**src/rtl/bias_add_0_pkg.sv**
```systemverilog
// Shared layer-0 constants and types for the bias adder.
// Holds the channel count, pixel count, datapath widths and the shift
// that the conv_0 layer uses. Also defines the FSM state type and a
// counter-width helper.
package bias_add_0_pkg;

  localparam int KERN_S_K_0   = 16;    // output channels per pixel
  localparam int CONV_0_PIX   = 1024;  // output pixels per frame
  localparam int ACC_WIDTH    = 32;    // signed accumulator width
  localparam int COEFF_WIDTH  = 16;    // signed bias width
  localparam int ACT_WIDTH    = 16;    // signed activation width
  localparam int CONV_0_SHIFT = 8;     // post-add arithmetic right shift

  typedef enum logic {
    ST_LOAD = 1'b0,  // capturing the K biases for the next frame
    ST_RUN  = 1'b1   // streaming accumulator words through the adder
  } state_e;

  // Width of a counter that must hold 0..n-1; never narrower than 1 bit.
  function automatic int cnt_w(input int n);
    return (n > 1) ? $clog2(n) : 1;
  endfunction

endpackage

```
**src/rtl/bias_add_0_sat_shift.sv**
```systemverilog
// bias_sat_shift: combinational add, floor shift, optional ReLU and saturate.
// Ports:
//   acc_i   in  ACC_W    signed accumulator word
//   bias_i  in  COEFF_W  signed bias for the word's channel
//   res_o   out OUT_W    signed, rescaled and saturated result
// The sum is formed one bit wider than the accumulator, so adding the bias
// can never wrap. Requires COEFF_W <= ACC_W and OUT_W <= ACC_W.
module bias_sat_shift
  import bias_add_0_pkg::*;
#(
  parameter int ACC_W   = ACC_WIDTH,
  parameter int COEFF_W = COEFF_WIDTH,
  parameter int OUT_W   = ACT_WIDTH,
  parameter int SHIFT   = CONV_0_SHIFT,
  parameter int RELU    = 0
) (
  input  logic signed [ACC_W-1:0]   acc_i,
  input  logic signed [COEFF_W-1:0] bias_i,
  output logic signed [OUT_W-1:0]   res_o
);

  localparam int SW = ACC_W + 1;

  localparam logic signed [SW-1:0] MAX_V = {{(SW-OUT_W+1){1'b0}}, {(OUT_W-1){1'b1}}};
  localparam logic signed [SW-1:0] MIN_V = {{(SW-OUT_W+1){1'b1}}, {(OUT_W-1){1'b0}}};

  // Widened add, then arithmetic shift: rounds toward minus infinity.
  function automatic logic signed [SW-1:0] add_shift(
    input logic signed [ACC_W-1:0]   a,
    input logic signed [COEFF_W-1:0] b
  );
    logic signed [SW-1:0] s;
    s = {a[ACC_W-1], a} + {{(SW-COEFF_W){b[COEFF_W-1]}}, b};
    return s >>> SHIFT;
  endfunction

  // Optional ReLU, then clamp into the signed OUT_W range.
  function automatic logic signed [OUT_W-1:0] relu_sat(input logic signed [SW-1:0] r);
    logic signed [SW-1:0] v;
    v = r;
    if ((RELU != 0) && (v < 0)) v = '0;
    if (v > MAX_V)      return MAX_V[OUT_W-1:0];
    else if (v < MIN_V) return MIN_V[OUT_W-1:0];
    else                return v[OUT_W-1:0];
  endfunction

  always_comb begin
    res_o = relu_sat(add_shift(acc_i, bias_i));
  end

endmodule

```
**src/rtl/bias_add_0.sv**
```systemverilog
// bias_add_0: layer-0 bias adder between the conv_0 MAC stream and the
// activation FIFO.
// Ports:
//   ap_clk, ap_rst                        clock; async active-high reset
//   bias_V_dout/_empty_n/_read            bias FIFO (K words per frame)
//   acc_V_dout/_empty_n/_read             accumulator FIFO, channel-innermost
//   output_V_din/_full_n/_write           activation FIFO
// LOAD captures K biases. RUN adds breg[ch] to each accumulator word through
// a single output register. The last result of a frame may still be waiting
// on a full output FIFO while LOAD pops the next frame's biases. That is
// safe because the result was already computed and registered.
module bias_add_0
  import bias_add_0_pkg::*;
#(
  parameter int K       = KERN_S_K_0,
  parameter int N_PIX   = CONV_0_PIX,
  parameter int ACC_W   = ACC_WIDTH,
  parameter int COEFF_W = COEFF_WIDTH,
  parameter int OUT_W   = ACT_WIDTH,
  parameter int SHIFT   = CONV_0_SHIFT,
  parameter int RELU    = 0
) (
  input  logic                      ap_clk,
  input  logic                      ap_rst,
  input  logic signed [COEFF_W-1:0] bias_V_dout,
  input  logic                      bias_V_empty_n,
  output logic                      bias_V_read,
  input  logic signed [ACC_W-1:0]   acc_V_dout,
  input  logic                      acc_V_empty_n,
  output logic                      acc_V_read,
  output logic signed [OUT_W-1:0]   output_V_din,
  input  logic                      output_V_full_n,
  output logic                      output_V_write
);

  localparam int CH_W  = cnt_w(K);
  localparam int PIX_W = cnt_w(N_PIX);
  localparam logic [CH_W-1:0]  CH_LAST  = CH_W'(K - 1);
  localparam logic [PIX_W-1:0] PIX_LAST = PIX_W'(N_PIX - 1);

  state_e                    state_q, state_d;
  logic [CH_W-1:0]           ch_cnt_q, ch_cnt_d;
  logic [PIX_W-1:0]          pix_cnt_q, pix_cnt_d;
  logic                      vld_p1_q, vld_p1_d;
  logic signed [OUT_W-1:0]   res_p1_q, res_p1_d;
  logic signed [COEFF_W-1:0] breg_q [K];

  logic                      adv;
  logic                      bias_pop;
  logic                      acc_pop;
  logic signed [COEFF_W-1:0] bias_sel;
  logic signed [OUT_W-1:0]   res_f;

  assign bias_sel = breg_q[ch_cnt_q];

  bias_sat_shift #(
    .ACC_W  (ACC_W),
    .COEFF_W(COEFF_W),
    .OUT_W  (OUT_W),
    .SHIFT  (SHIFT),
    .RELU   (RELU)
  ) u_sat_shift (
    .acc_i (acc_V_dout),
    .bias_i(bias_sel),
    .res_o (res_f)
  );

  always_comb begin
    state_d   = state_q;
    ch_cnt_d  = ch_cnt_q;
    pix_cnt_d = pix_cnt_q;
    vld_p1_d  = vld_p1_q;
    res_p1_d  = res_p1_q;
    bias_pop  = 1'b0;
    acc_pop   = 1'b0;
    // The output register frees whenever it is empty or being drained.
    // This holds in both states, so the frame's last word drains during LOAD.
    adv = !vld_p1_q || output_V_full_n;
    if (adv) vld_p1_d = 1'b0;

    unique case (state_q)
      ST_LOAD: begin
        // Reset blocks the pop: the state reads LOAD while ap_rst is high.
        bias_pop = bias_V_empty_n && !ap_rst;
        if (bias_pop) begin
          if (ch_cnt_q == CH_LAST) begin
            ch_cnt_d = '0;
            state_d  = ST_RUN;
          end else begin
            ch_cnt_d = ch_cnt_q + 1'b1;
          end
        end
      end
      ST_RUN: begin
        acc_pop = acc_V_empty_n && adv;
        if (acc_pop) begin
          res_p1_d = res_f;
          vld_p1_d = 1'b1;
          if (ch_cnt_q == CH_LAST) begin
            ch_cnt_d = '0;
            if (pix_cnt_q == PIX_LAST) begin
              pix_cnt_d = '0;
              state_d   = ST_LOAD;
            end else begin
              pix_cnt_d = pix_cnt_q + 1'b1;
            end
          end else begin
            ch_cnt_d = ch_cnt_q + 1'b1;
          end
        end
      end
      default: state_d = ST_LOAD;
    endcase
  end

  // ---- stage p1: output register and control ----
  always_ff @(posedge ap_clk or posedge ap_rst) begin
    if (ap_rst) begin
      state_q   <= ST_LOAD;
      ch_cnt_q  <= '0;
      pix_cnt_q <= '0;
      vld_p1_q  <= 1'b0;
      res_p1_q  <= '0;
    end else begin
      state_q   <= state_d;
      ch_cnt_q  <= ch_cnt_d;
      pix_cnt_q <= pix_cnt_d;
      vld_p1_q  <= vld_p1_d;
      res_p1_q  <= res_p1_d;
    end
  end

  // Bias register file: plain data, so it has no reset.
  always_ff @(posedge ap_clk) begin
    if (bias_pop) breg_q[ch_cnt_q] <= bias_V_dout;
  end

  assign bias_V_read    = bias_pop;
  assign acc_V_read     = acc_pop;
  assign output_V_din   = res_p1_q;
  assign output_V_write = vld_p1_q && output_V_full_n;

endmodule
```
**config.mk**
```make
export PLATFORM = sky130hd
export DESIGN_NAME = bias_add_0
export DESIGN_NICKNAME = d
export VERILOG_FILES = /design/src/rtl/bias_add_0_pkg.sv /design/src/rtl/bias_add_0_sat_shift.sv /design/src/rtl/bias_add_0.sv
export SDC_FILE = /design/constraint.sdc
export NUM_CORES = 1
export LEC_CHECK = 0
export BUFFER_PORTS_ARGS = -buffer_cell sky130_fd_sc_hd__buf_2
export CAP_MARGIN = 20
export CORE_MARGIN = 5
export CORE_UTILIZATION = 30
export DETAILED_ROUTE_END_ITERATION = 8
export SYNTH_ARGS = -nofsm -noshare
export SYNTH_HDL_FRONTEND = slang
export SYNTH_SLANG_ARGS = --single-unit
```
**constraint.sdc**
```tcl
create_clock -name ap_clk -period 16.75 [get_ports ap_clk]
set_input_delay 3.35 -clock ap_clk [delete_from_list [all_inputs] [get_ports ap_clk]]
set_output_delay 3.35 -clock ap_clk [all_outputs]
set_load 0.01 [all_outputs]
```
==> impl_metrics.tcl <==
set metrics [dict create \
    outcome "finished clean" \
    synth_edf_count 256 \
    finalPower_mw 3.00 \
    hold_depth 1 \
    crit_cells 5 \
    ff2ff_path_depth 14 \
    routed.top_layer "met5" \
    max_freq_mhz 128 \
    setup_viol 0 \
    cts_sinks 288 \
    netlist_instances 849 \
    cts_buffers 29 \
    rrSetupSlack_ns 10.39 \
    min_period_over_period_pct 46.8 \
    num_rows 77 \
    drc 0 \
    yosysSeqAreaShare_pct 63.9 \
    r2r-start "ch_cnt_q[0]$_DFFE_PP0P_" \
    port_buffers 71 \
    synth_nets 938 \
    postCtsResizedCells 0 \
    cts_tree "built" \
    start_kind "primary input" \
    drt_wl_total_mm 32.3 \
    netlist.area_leader.share_pct 57.9 \
    routedWlPerCell_um 20.8 \
    first_pass_iters 5 \
    drt-met1-wl_mm 13.7 \
    io_pins 72 \
    pre_cts_ws_ns 8.91 \
    slowest_delay_ns 0.51 \
    crit_start "output_V_full_n" \
    met3_length_mm 1.77 \
    post_synth.cell_area_avg_um2 15.6 \
    hold_class "reg2reg" \
    grt_pass1_vias 7749 \
    die_h_um 220 \
    final_util_pct 34.8 \
    leakagePower_nw 5.16 \
    netlist_top_cells_area "edfxtp_1 58%, mux4_2 13%, dfrtp_1 6.0%" \
    grt_max_degree 44 \
    rr_endpoint "output_V_din[6]$_DFFE_PP0P_" \
    clk-insertion-delay-late_ns 0.55 \
    tns_ns 0 \
    postSynthRegisterBits 288 \
    area_growth_pct 15.2 \
    holdBufCountCts 0 \
    path_clk_slew_ns 0.06 \
    die-width_um 220 \
    worst_slack_ns 8.91 \
    yosys_most_used_dff "edfxtp_1" \
    required_ns 13.40 \
    hold_viol 0 \
    crit_family "buffers and inverters" \
    post-dp-hpwl_mm 20.6 \
    worst-setup-path-type "in2out" \
    path_cells "buf_2, nand2b_1, nand3_1, inv_1, buf_2" \
    drv_slew 0 \
    path_common_cell "buf_2" \
    crit_buf_inv 3 \
    slew_headroom_pct 39.1 \
    rsz0062_at_grt "no" \
    dp.cells 1494 \
    grt_use_total_pct 13.1 \
    fin_crit_ns 7.84 \
    drive_gt1_share_pct 25.9 \
    ys_types 68 \
    cp-endpoint "acc_V_read" \
    cellPowerDensity_nw_per_um2 196 \
    path_max_fanout 23 \
    design_area_um2 15300 \
    drv_cap 0 \
    fp.dieArea_um2 48600 \
    initialDrtViolationCount 615 \
    vias_per_cell 5.04 \
    tightest_slew_ns 0.908 \
    holdWs_ns 0.485 \
    slowest_stage "inv_1" \
    core-area_um2 44000 \
    wl_met2_mm 15.6 \
    gp_congestion 0.877 \
    post_cts_buffers 0 \
    vias 7799 \
    cts_buffer_depth 3 \
    ir_drop_v 0.0000893 \
    layoutNonFillerInstCount 1548 \
    layout.nets 1022 \
    grt_first_pass_wirelength_mm 48.2 \
    ant_nets 0 \
    end_kind "primary output" \
    synth_warnings 0 \
    root_buffer "clkbuf_16" \
    synth_top_cell_by_area "edfxtp_1" \
    start_util_pct 30.2 \
    synth.cell_area_um2 13300 \
    antenna_found_initial 4 \
    grt_overflow_total 0 \
    finClkSkew_ns 0.00773 \
    place_area_um2 14400 \
    arrival_ns 4.49 \
    htree_levels 1 \
    synthArstFlopShare_pct 11.1 \
]
==> cell families after synthesis <==
group | count (synthesis) | share of synthesized area [%]
muxes | 85 | 13.5
adders and majority gates | 36 | 3.39
xor gates and xnor gates | 25 | 1.65
AOI/OAI and AO/OA | 161 | 8.36
and+or+nand+nor | 199 | 7.38
DFF | 288 | 63.9
buffers and inverters | 55 | 1.81
==> layout make-up <==
cell class / count / area [µm²]
diodes: 1 / 2.50
clock buffers: 42 / 826
clock inverters: 11 / 62.6
fillers: 4180 / 28700
inverters: 17 / 63.8
multi-input cells: 506 / 4610
flip-flops and latches: 288 / 8490
well taps: 592 / 741
repair buffers: 91 / 505
==> layer usage <==
| metal | track usage (%) | vias up |
|---|---|---|
| met3 | 2.79 | 67 |
| li1 | - | 3582 |
| met4 | 4.24 | 6 |
| met1 | 16.9 | 3941 |
| met5 | 0 | - |
| met2 | 22.1 | 203 |
==> worst reg2reg max path: cells and delay by family, from the launching register on <==
kind,cells,cell delay (ns)
adder cells (fa/ha/maj),1,0.41
AND/OR/NAND/NOR,2,0.38
flip-flops,1,0.81
multiplexers,2,1.15
AO/OA/AOI/OAI,8,2.62
buffers and inverters,1,0.83
==> Yosys cell counts, drive strengths merged (8+ instances only) <==
cell and count:
dfrtp 32, a21oi 58, buf 24, a211oi 11
ha 36, o21ai 27, xnor2 18, nand3 16
nand2 53, nor2 55, inv 17, edfxtp 256
mux2i 8, nand4 18, clkbuf 14, mux4 75
nor3 17, o211ai 18
==> worst min path at each step <==
| stage | start | endpoint | slack [ns] |
|---|---|---|---|
| 6_report | pix_cnt_q[8]$_DFFE_PP0P_ | pix_cnt_q[8]$_DFFE_PP0P_ | 0.48 |
| 5_1_grt | pix_cnt_q[8]$_DFFE_PP0P_ | pix_cnt_q[8]$_DFFE_PP0P_ | 0.50 |
| 4_1_cts | pix_cnt_q[8]$_DFFE_PP0P_ | pix_cnt_q[8]$_DFFE_PP0P_ | 0.48 |
| 2_1_floorplan | pix_cnt_q[8]$_DFFE_PP0P_ | pix_cnt_q[8]$_DFFE_PP0P_ | 0.44 |
| 3_3_place_gp | pix_cnt_q[8]$_DFFE_PP0P_ | pix_cnt_q[8]$_DFFE_PP0P_ | 0.47 |
| 3_5_place_dp | pix_cnt_q[8]$_DFFE_PP0P_ | pix_cnt_q[8]$_DFFE_PP0P_ | 0.47 |
==> layout by cell type, fill, tap and decap left out, types with 3 or more instances in the layout <==
cell / n
dfrtp_1: 30
buf_2: 71
mux4_2: 75
nor2b_1: 4
ha_1: 36
nand2b_1: 6
clkinv_1: 6
and2_1: 7
nand2_1: 53
inv_1: 17
a211oi_2: 3
o21bai_1: 6
nor3_1: 11
nand3_1: 15
nor3_2: 6
and4_1: 5
nor2_1: 44
a21o_1: 4
clkinv_2: 4
o21ai_0: 27
clkbuf_8: 3
clkbuf_16: 30
buf_4: 20
a21oi_1: 50
and3_1: 6
mux2i_1: 8
o211ai_1: 17
xnor2_1: 18
a21oi_2: 8
xor2_1: 7
clkbuf_1: 9
a211oi_1: 8
edfxtp_1: 256
nand4_1: 18
o31ai_1: 3
nor2_2: 9
a31oi_1: 7
==> report_power, final <==
| part | internal [mW] | total (mW) | leakage [nW] | switching (mW) |
|---|---|---|---|---|
| clock | 0.342 | 0.600 | 0.437 | 0.259 |
| combinational | 0.601 | 1.51 | 2.01 | 0.910 |
| sequential | 0.834 | 0.886 | 2.72 | 0.0512 |
==> sequential cells by signal, indices dropped and copies added (netlist names), named ones only <==
name,cells
state_q,1
output_V_din,16
ch_cnt_q,4
pix_cnt_q,10
breg_q,256
No activity file was read; power rests on OpenSTA's default activity.
